===== src/rtl/wb_arbiter.sv =====
// wb_arbiter
//   Merges single-cycle ALU results and variable-latency load returns into one
//   registered register-file write stream. ALU results have strict priority.
//   Load returns wait in a small FIFO. A load scoreboard reports which
//   registers still have load data in flight.
//
// Ports
//   iClk, iRstN                    clock, asynchronous active-low reset
//   iAluValid/iAluRd/iAluData      ALU result, always accepted
//   iLdValid/iLdRd/iLdData         load return, accepted when oLdReady
//   oLdReady                       load FIFO not full
//   iIssueValid/iIssueRd           load issue, sets the pending bit of rd
//   iRs1Addr/iRs2Addr              scoreboard query addresses
//   oRs1Pending/oRs2Pending        pending status of the queried registers
//   oWriteEn/oRdAddr/oWriteData    registered register-file write port
module wb_arbiter #(
  parameter int DEPTH = 4
) (
  input  logic        iClk,
  input  logic        iRstN,
  input  logic        iAluValid,
  input  logic [4:0]  iAluRd,
  input  logic [31:0] iAluData,
  input  logic        iLdValid,
  input  logic [4:0]  iLdRd,
  input  logic [31:0] iLdData,
  output logic        oLdReady,
  input  logic        iIssueValid,
  input  logic [4:0]  iIssueRd,
  input  logic [4:0]  iRs1Addr,
  input  logic [4:0]  iRs2Addr,
  output logic        oRs1Pending,
  output logic        oRs2Pending,
  output logic        oWriteEn,
  output logic [4:0]  oRdAddr,
  output logic [31:0] oWriteData
);

  localparam int AW = $clog2(DEPTH);

  typedef struct packed {
    logic [4:0]  rd;
    logic [31:0] data;
  } entry_t;

  entry_t        mem_q [DEPTH];
  logic [AW-1:0] wr_ptr_q, wr_ptr_d;
  logic [AW-1:0] rd_ptr_q, rd_ptr_d;
  logic [AW:0]   count_q, count_d;

  logic          we_q, we_d;
  logic [4:0]    rd_q, rd_d;
  logic [31:0]   data_q, data_d;
  logic          from_fifo_q, from_fifo_d;
  logic [31:0]   pending_q, pending_d;

  logic          push;
  logic          pop;
  entry_t        head;

  assign oLdReady = (count_q != (AW+1)'(DEPTH));
  assign push     = iLdValid && oLdReady;
  // count_q only reflects entries written at earlier edges, so an entry
  // pushed this cycle cannot be popped until the next one.
  assign pop      = !iAluValid && (count_q != '0);
  assign head     = mem_q[rd_ptr_q];

  assign oRs1Pending = (iRs1Addr != 5'd0) && pending_q[iRs1Addr];
  assign oRs2Pending = (iRs2Addr != 5'd0) && pending_q[iRs2Addr];

  assign oWriteEn   = we_q;
  assign oRdAddr    = rd_q;
  assign oWriteData = data_q;

  always_comb begin
    we_d        = 1'b0;
    from_fifo_d = 1'b0;
    rd_d        = rd_q;
    data_d      = data_q;
    wr_ptr_d    = wr_ptr_q;
    rd_ptr_d    = rd_ptr_q;
    count_d     = count_q;
    pending_d   = pending_q;

    if (iAluValid) begin
      rd_d   = iAluRd;
      data_d = iAluData;
      we_d   = (iAluRd != 5'd0);
    end else if (pop) begin
      rd_d        = head.rd;
      data_d      = head.data;
      we_d        = (head.rd != 5'd0);
      from_fifo_d = 1'b1;
    end

    if (push) wr_ptr_d = wr_ptr_q + AW'(1);
    if (pop)  rd_ptr_d = rd_ptr_q + AW'(1);
    if (push && !pop)      count_d = count_q + (AW+1)'(1);
    else if (!push && pop) count_d = count_q - (AW+1)'(1);

    // The clear lands on the edge that commits the load data; a same-edge
    // issue to that register is applied afterwards so the set wins.
    if (we_q && from_fifo_q) pending_d[rd_q] = 1'b0;
    if (iIssueValid && (iIssueRd != 5'd0)) pending_d[iIssueRd] = 1'b1;
  end

  always_ff @(posedge iClk or negedge iRstN) begin
    if (!iRstN) begin
      we_q        <= 1'b0;
      rd_q        <= 5'd0;
      data_q      <= 32'd0;
      from_fifo_q <= 1'b0;
      wr_ptr_q    <= '0;
      rd_ptr_q    <= '0;
      count_q     <= '0;
      pending_q   <= 32'd0;
    end else begin
      we_q        <= we_d;
      rd_q        <= rd_d;
      data_q      <= data_d;
      from_fifo_q <= from_fifo_d;
      wr_ptr_q    <= wr_ptr_d;
      rd_ptr_q    <= rd_ptr_d;
      count_q     <= count_d;
      pending_q   <= pending_d;
    end
  end

  // Storage needs no reset: an entry is only read after it has been written.
  always_ff @(posedge iClk) begin
    if (push) mem_q[wr_ptr_q] <= '{rd: iLdRd, data: iLdData};
  end

endmodule


===== config.mk =====
export PLATFORM = sky130hd
export DESIGN_NAME = wb_arbiter
export DESIGN_NICKNAME = d
export VERILOG_FILES = /design/src/rtl/wb_arbiter.sv
export SDC_FILE = /design/constraint.sdc
export NUM_CORES = 1
export LEC_CHECK = 0
export CAP_MARGIN = 25
export CORE_UTILIZATION = 45
export CTS_BUF_LIST = sky130_fd_sc_hd__clkbuf_8
export DETAILED_ROUTE_END_ITERATION = 8
export GPL_TIMING_DRIVEN = 0
export PLACE_DENSITY = 0.68
export SYNTH_ARGS = -nofsm -noshare
export SYNTH_HDL_FRONTEND = slang
export SYNTH_SLANG_ARGS = --single-unit

===== constraint.sdc =====
create_clock -name iClk -period 4.55 [get_ports iClk]
set_input_delay 1.365 -clock iClk [delete_from_list [all_inputs] [get_ports iClk]]
set_output_delay 1.365 -clock iClk [all_outputs]
set_load 0.05 [all_outputs]

==> reports/metrics.json, run 1 <==
{
  "die": {
    "num_rows": 52,
    "fp.dieH_um": 146,
    "design.portCount": 135,
    "start_util_pct": 46.2,
    "dieWidth_um": 146,
    "die_area_um2": 21400,
    "design.core.area_um2": 20300
  },
  "drt": {
    "drt_first_iter_violations": 372,
    "routed_wl_um": 21800,
    "remaining_drc_errors": 0,
    "drt-vias-per-instance": 5.55,
    "post_drt_wl_per_cell_um": 20.4,
    "routed-via-count": 5919,
    "ant_nets": 0,
    "detailedRoute.firstPassIterationCount": 7
  },
  "clocking": {
    "cts_tree": "done",
    "cts.repair_timing.setup_buffer_count": 0,
    "htree_num_levels": 2,
    "clock_latency_on_the_worst_skew_pair_ns": 0.52,
    "clockRootBuffer": "sky130_fd_sc_hd__clkbuf_8",
    "clockBufferDepth": 3,
    "path_clk_slew_ns": 0.06,
    "cts-buffers-inserted": 37,
    "clock_sinks": 225,
    "cts_hold_repair.buffers": 0
  },
  "setup_path": {
    "crit_required_ns": 3.18,
    "cp-end-kind": "primary output",
    "crit_path_max_incr_delay_ns": 0.54,
    "start_point_of_the_critical_path": "iRs1Addr[1]",
    "criticalPathCategory": "input pin to primary output",
    "crit_fanout": 10,
    "critical_path.reg2reg.startpoint": "count_q[0]",
    "timing.critical_path.cells": "clkdlybuf4s50_1 -> clkbuf_4 -> mux2i_1 -> a311oi_1 -> o211ai_1 -> nand4_1 -> clkbuf_4",
    "cpMostUsedCell": "sky130_fd_sc_hd__clkbuf_4",
    "standard_cell_with_the_maximum_stage_delay_on_the_critical_path": "sky130_fd_sc_hd__clkdlybuf4s50_1",
    "worstPathArrival_ns": 3.05,
    "worstSetupStartpointType": "input pin"
  },
  "logic_synthesis": {
    "avgSynthCellArea_um2": 15.9,
    "synthDominantAreaCellType": "sky130_fd_sc_hd__edfxtp_1",
    "syn_inst": 589,
    "synth.ff_latch_count": 225,
    "post_synth_instance_area_um2": 9370,
    "post_synth_main_area_contributors": "sky130_fd_sc_hd__edfxtp_1 47%, sky130_fd_sc_hd__dfrtp_1 21%, sky130_fd_sc_hd__mux4_2 9.9%",
    "sequential_element_share_of_the_synthesized_area_pct": 68.0,
    "synthesis.nets": 689,
    "post_synth_num_cell_types": 39,
    "synth_largest_type_area_fraction_pct": 47.4,
    "synth_warnings": 0
  },
  "sta": {
    "clock.fmax_ghz": 0.226,
    "drv_slew": 0,
    "max_slew_margin_pct": 53.7,
    "grt_setup_unrepaired": "false",
    "layout_worst_path_cycle_share_pct": 97.1,
    "setup_viol": 0,
    "setup_total_negative_slack_ns": 0,
    "fin_worst_skew_ns": 0.0245,
    "max_slew.worst_pin.slew_ns": 0.695,
    "timing.final.hold_violations": 0,
    "fin_crit_ns": 4.42
  },
  "finish": {
    "post-route-util_pct": 58.5,
    "drive_gt1_share_pct": 16.2,
    "layout.cell_area.non_filler_um2": 11900,
    "synthToLayoutAreaGrowth_pct": 26.7,
    "nets": 867,
    "final_common_cell": "sky130_fd_sc_hd__edfxtp_1",
    "filler_cell_count": 1575,
    "antenna_cells": 0,
    "most-common-layout-cells": "148 x sky130_fd_sc_hd__edfxtp_1, 127 x sky130_fd_sc_hd__clkdlybuf4s50_1, 92 x sky130_fd_sc_hd__o21ai_0, 77 x sky130_fd_sc_hd__dfrtp_1, 48 x sky130_fd_sc_hd__mux2i_1"
  },
  "grt": {
    "global_route_wire_length_before_repair_um": 34300,
    "grt_use_total_pct": 21.0,
    "number_of_antenna_violations_at_the_first_check_in_global_routing": 2,
    "grt.overflow.total": 0,
    "grt_max_degree": 47,
    "first_global_vias": 6355
  },
  "run": {
    "maxCapViolCount": 0
  },
  "power_and_ir_drop": {
    "p_leak_nw": 4.30,
    "pwr_density_cell_nw_per_um2": 628,
    "power.ir.vdd_worst_uv": 402
  },
  "outcome": {
    "outcome": "complete, no violations"
  },
  "min_path": {
    "worstHoldStart": "oWriteData[10]",
    "timing.hold.worst.class": "register to register"
  },
  "placed_design": {
    "place.port_buffers": 134,
    "post-dp-hpwl_um": 15100,
    "gpl.final_weighted_congestion": 0.913,
    "dpl_cell_area_um2": 11200
  }
}
## final timing paths
path,endpoint,slack [ns],cells after the start
max,oRs1Pending,0.13,7
min,oWriteData[10],0.48,2
max reg2reg,count_q[1],2.22,7
min reg2reg,oWriteData[10],0.48,2
max in group asynchronous,oWriteData[12],3.14,2
min in group asynchronous,pending_q[29],0.80,1
## kinds of logic (layout without fill, tap and decap cells)
group | after synthesis | in the layout | share of synthesized area (%)
mux | 97 | 97 | 15.9
compound gates | 115 | 115 | 6.97
buf+inv | 38 | 245 | 1.95
flops | 225 | 225 | 68.0
xor+xnor | 6 | 6 | 0.561
fa+ha+maj | 6 | 6 | 0.881
simple gates | 102 | 102 | 5.74
## report_power, final
group,switching [mW],internal [mW],total [mW]
logic,1.64,1.12,2.77
registers,0.296,2.81,3.11
clock network,0.759,0.827,1.59
total,2.70,4.76,7.46
## cell type report
type	count	area, um2	area share [%]
buffer	29	179	1.51
clock buffer	41	564	4.75
clock inverter	27	109	0.917
inverter	9	33.8	0.285
multi-input combinational	326	2830	23.8
sequential	225	6370	53.7
tap	270	338	2.85
timing repair buffer	139	1450	12.2
## metrics by stage
step	instances	power (mW)	setup slack (ns)	hold WS (ns)
after global routing	1066	7.84	0.0191	0.511
after CTS	1066	7.53	0.00574	0.484
after floorplan	589	4.92	0.460	0.482
after global placement	993	5.80	-0.657	0.466
final	1066	7.46	0.134	0.476
after detailed placement	998	5.93	-0.629	0.472
## state kept, by name, indices dropped and copies added (netlist names)
signal       cells
count_q          3
from_fifo_q      1
mem_q          148
oRdAddr          5
oWriteData      32
oWriteEn         1
pending_q       31
rd_ptr_q         2
wr_ptr_q         2
## cell usage after synthesis, drive strengths merged
cell,number
o41ai,1
fa,1
nand3,11
nand3b,8
buf,18
a22oi,6
nor2,5
nand4b,2
o311a,4
mux2i,48
a221oi,2
a311oi,2
ha,5
clkbuf,11
and3,4
nand2,43
nor3,2
edfxtp,148
a222oi,3
inv,9
mux2,8
and2,1
or4,2
o21ai,94
nor2b,12
nor4,1
or3b,5
mux4,41
dfrtp,77
xor2,3
or3,3
nand4,3
o2111ai,1
o211ai,2
xnor2,3
## critical path, delay by kind of cell
family | cells | cell delay [ns]
buffers and inverters | 3 | 1.02
AO/OA/AOI/OAI | 2 | 0.43
AND/OR/NAND/NOR | 1 | 0.13
multiplexers | 1 | 0.10
## per-layer routing
layer	vias up	share of wire (%)	global-route usage (%)
met3	34	6.3	5.72
met2	205	51	36.6
met4	2	1.7	6.41
met1	3014	41	25.4
met5	-	0.060	0
li1	2664	-	-
## what timing repair did
| action | in CTS | in global routing |
|---|---|---|
| gates resized for setup | 19 | 8 |
| hold endpoints to repair | 0 | 0 |
| setup endpoints to repair | 2 | 2 |
Note: power is estimated with default switching activity, not from simulation.
==> inputs of run 2 (changes only) <==
--- a/config.mk
+++ b/config.mk
@@ -9,8 +9,8 @@
 export CORE_UTILIZATION = 45
 export CTS_BUF_LIST = sky130_fd_sc_hd__clkbuf_8
 export DETAILED_ROUTE_END_ITERATION = 8
+export DONT_BUFFER_PORTS = 1
 export GPL_TIMING_DRIVEN = 0
-export PLACE_DENSITY = 0.68
 export SYNTH_ARGS = -nofsm -noshare
 export SYNTH_HDL_FRONTEND = slang
 export SYNTH_SLANG_ARGS = --single-unit
==> run 2 against run 1 <==
Net effect: global-route usage shrank 0.73 points; flip-flop and latch count did not move; critical endpoint is now oRs2Pending; total power decreased by 4.9%; count of clock-buffer cells in the layout is 4 higher; sequential share of layout area grew 6.8 points; first-iteration DRC count down 32%; non-clock buffer count is 135 lower; clock skew decreased by 0.016 ns.
==> reports/metrics.json, run 2 (same netlist as run 1, synthesis figures left out) <==
{
  "die": {
    "design.portCount": {"value": 135, "change": "unchanged"},
    "dieWidth": {"value": 146, "unit": "um", "change": "unchanged"},
    "start_util": {"value": 46.2, "unit": "%", "change": "unchanged"},
    "die_area": {"value": 21400, "unit": "um2", "change": "unchanged"},
    "num_rows": {"value": 52, "change": "unchanged"},
    "design.core.area": {"value": 20300, "unit": "um2", "change": "unchanged"},
    "fp.dieH": {"value": 146, "unit": "um", "change": "unchanged"}
  },
  "drt": {
    "detailedRoute.firstPassIterationCount": {"value": 4, "change": "-3"},
    "post_drt_wl_per_cell": {"value": 22.7, "unit": "um", "change": "+11%"},
    "drt_first_iter_violations": {"value": 254, "change": "-32%"},
    "ant_nets": {"value": 0, "change": "unchanged"},
    "routed_wl": {"value": 21100, "unit": "um", "change": "-3.1%"},
    "routed-via-count": {"value": 5373, "change": "-9.2%"},
    "drt-vias-per-instance": {"value": 5.78, "change": "+4.1%"},
    "remaining_drc_errors": {"value": 0, "change": "unchanged"}
  },
  "setup_path": {
    "destination_of_the_worst_register_to_register_timing_path": "count_q[2]",
    "worstPathArrival": {"value": 2.92, "unit": "ns", "change": "-0.13 ns"},
    "crit_required": {"value": 3.18, "unit": "ns", "change": "about the same"},
    "cp-end-kind": "primary output",
    "standard_cell_with_the_maximum_stage_delay_on_the_critical_path": "sky130_fd_sc_hd__nand4_1",
    "crit_path_max_incr_delay": {"value": 0.55, "unit": "ns", "change": "about the same"},
    "critical_path.reg2reg.startpoint": "count_q[0]",
    "r2r_setup_slack": {"value": 1.99, "unit": "ns", "change": "-0.23 ns"},
    "criticalPathCategory": "input pin to primary output",
    "worstSetupStartpointType": "input pin",
    "rr_worst_depth": {"value": 9, "change": "+2"},
    "timing.critical_path.cells": "buf_2 -> mux4_2 -> o211ai_1 -> nand4_1",
    "crit_fanout": {"value": 10, "change": "unchanged"}
  },
  "power_and_ir_drop": {
    "power_report.internal_total": {"value": 4.48, "unit": "mW", "change": "-6.1%"},
    "pwr_density_cell": {"value": 674, "unit": "nW/um2", "change": "+7.3%"},
    "switching_share": {"value": 36.9, "unit": "%", "change": "+0.80 points"},
    "p_leak": {"value": 3.76, "unit": "nW", "change": "-13%"},
    "fin_total_pwr": {"value": 7.10, "unit": "mW", "change": "-4.9%"},
    "power_share_of_the_clock_group": {"value": 23.5, "unit": "%", "change": "+2.2 points"},
    "power.share.sequential": {"value": 52.5, "unit": "%", "change": "+11 points"},
    "power_frac_comb": {"value": 24.0, "unit": "%", "change": "-13 points"},
    "power.ir.vdd_worst": {"value": 317, "unit": "uV", "change": "-21%"},
    "p_switching": {"value": 2.62, "unit": "mW", "change": "-2.8%"}
  },
  "grt": {
    "first_global_vias": {"value": 5814, "change": "-8.5%"},
    "number_of_antenna_violations_at_the_first_check_in_global_routing": {"value": 0, "change": "-2"},
    "global_route_wire_length_before_repair": {"value": 32700, "unit": "um", "change": "-4.8%"},
    "grt.overflow.total": {"value": 0, "change": "unchanged"},
    "grt_max_degree": {"value": 78, "change": "+66%"},
    "grt_use_total": {"value": 20.3, "unit": "%", "change": "-0.73 points"}
  },
  "finish": {
    "register_containing_the_most_flip_flops_in_the_final_layout": "mem_q",
    "antenna_cells": {"value": 0, "change": "unchanged"},
    "multi_input_area": {"value": 2830, "unit": "um2", "change": "-0.22%"},
    "post-route-util": {"value": 51.9, "unit": "%", "change": "-6.6 points"},
    "synthToLayoutAreaGrowth_pct": 12.3,
    "largest_register_ff_count": {"value": 148, "change": "unchanged"},
    "sequential_cell_area": {"value": 6370, "unit": "um2", "change": "unchanged"},
    "drive_gt1_share": {"value": 19.4, "unit": "%", "change": "+3.2 points"},
    "filler_cell_count": {"value": 1711, "change": "+8.6%"},
    "nets": {"value": 732, "change": "-16%"},
    "most-common-layout-cells": "148 x sky130_fd_sc_hd__edfxtp_1, 92 x sky130_fd_sc_hd__o21ai_0, 77 x sky130_fd_sc_hd__dfrtp_1, 48 x sky130_fd_sc_hd__mux2i_1, 45 x sky130_fd_sc_hd__clkbuf_8",
    "finalNonFillerCells": {"value": 930, "change": "-13%"},
    "final_common_cell": "sky130_fd_sc_hd__edfxtp_1",
    "layout.cell_area.non_filler": {"value": 10500, "unit": "um2", "change": "-11%"}
  },
  "clocking": {
    "cts.repair_timing.setup_buffer_count": {"value": 0, "change": "unchanged"},
    "cts_tree": "done",
    "htree_num_levels": {"value": 2, "change": "unchanged"},
    "post_cts_resized": {"value": 0, "change": "-19"},
    "cts_hold_repair.buffers": {"value": 0, "change": "unchanged"},
    "clockBufferDepth": {"value": 3, "change": "unchanged"},
    "cts-buffers-inserted": {"value": 37, "change": "unchanged"},
    "clockRootBuffer": "sky130_fd_sc_hd__clkbuf_8",
    "clock_sinks": {"value": 225, "change": "unchanged"},
    "path_clk_slew": {"value": 0.06, "unit": "ns", "change": "about the same"},
    "clock_latency_on_the_worst_skew_pair": {"value": 0.52, "unit": "ns", "change": "about the same"}
  },
  "placed_design": {
    "place.port_buffers": {"value": 0, "change": "-100%"},
    "gpl.final_weighted_congestion": {"value": 0.916, "change": "+0.27%"},
    "dpl_cell_area": {"value": 9810, "unit": "um2", "change": "-12%"},
    "dp_slack": {"value": 0.284, "unit": "ns", "change": "+0.913 ns"},
    "post-dp-hpwl": {"value": 14000, "unit": "um", "change": "-7.3%"},
    "dp_cells": {"value": 863, "change": "-14%"}
  },
  "sta": {
    "max_slew_margin": {"value": 51.8, "unit": "%", "change": "-1.8 points"},
    "fin_worst_skew": {"value": 0.00879, "unit": "ns", "change": "-0.0157 ns"},
    "fin_crit": {"value": 4.28, "unit": "ns", "change": "-0.136 ns"},
    "min_hold_slack": {"value": 0.544, "unit": "ns", "change": "+0.0672 ns"},
    "timing.final.hold_violations": {"value": 0, "change": "unchanged"},
    "setup_slack": {"value": 0.270, "unit": "ns", "change": "+0.136 ns"},
    "setup_viol": {"value": 0, "change": "unchanged"},
    "layout_worst_path_cycle_share": {"value": 94.1, "unit": "%", "change": "-3.0 points"},
    "grt_setup_unrepaired": "false",
    "max_slew.worst_pin.slew": {"value": 0.723, "unit": "ns", "change": "+0.0277 ns"},
    "setup_total_negative_slack": {"value": 0, "unit": "ns", "change": "unchanged"},
    "clock.fmax": {"value": 0.234, "unit": "GHz", "change": "+3.2%"},
    "drv_slew": {"value": 0, "change": "unchanged"}
  },
  "min_path": {
    "worstHoldStart": "count_q[2]",
    "hold_end": "count_q[2]",
    "worstHoldPathCells": {"value": 1, "change": "-1"},
    "timing.hold.worst.class": "register to register"
  },
  "run": {
    "maxCapViolCount": {"value": 0, "change": "unchanged"}
  },
  "outcome": {
    "outcome": "complete, no violations"
  }
}
run 2: cell types whose count changed in the layout (fill, tap and decap cells not counted), sizes merged:
cell           previous run  this run
clkdlybuf4s50           127         0
clkinv                   11         3
dlymetal6s2s              3         0
inv                      24        26
dlygate4sd2               1         0
clkinvlp                  1         2
run 2: power by group through the flow:
| stage | logic, mW | clock network [mW] | registers [mW] |
|---|---|---|---|
| after detailed placement | 1.73 | 0 | 3.77 |
| after global placement | 1.63 | 0 | 3.75 |
| final | 1.70 | 1.67 | 3.73 |
| after CTS | 1.74 | 1.71 | 3.73 |
| after global routing | 1.87 | 1.80 | 3.79 |
| after floorplan | 1.26 | 0 | 3.66 |
run 2: final cells by class:
cell class	instances	share of cell area, %
clock buffers	45	5.88
well taps	270	3.21
inverters	9	0.321
clock inverters	22	0.939
flip-flops and latches	225	60.5
multi-input cells	326	26.8
plain buffers	29	1.41
repair buffers	4	0.903
run 2: worst max-delay path by stage:
stage,startpoint,to,slack (ns),cells past startpoint
after CTS,iRs1Addr[0],oRs1Pending,0.28,4
final,iRs2Addr[0],oRs2Pending,0.27,4
after global placement,iRs1Addr[0],oRs1Pending,0.29,4
after global routing,iRs2Addr[0],oRs2Pending,0.22,4
after floorplan,iRs1Addr[2],oRs1Pending,0.46,5
after detailed placement,iRs1Addr[0],oRs1Pending,0.28,4
run 2: per-layer routing:
| metal | track usage [%] | routed length [um] | up-vias |
|---|---|---|---|
| li1 | - | - | 2390 |
| met1 | 25.3 | 8700 | 2757 |
| met2 | 32.8 | 10200 | 193 |
| met3 | 7.16 | 1760 | 33 |
| met4 | 6.98 | 373 | 0 |
| met5 | 0 | 0 | - |
run 2: worst max-delay path, delay by kind of cell:
family / cells / cell delay [ns]
buffers and inverters: 1 / 0.22
and+or+nand+nor: 1 / 0.55
AOI/OAI and AO/OA: 1 / 0.23
muxes: 1 / 0.54
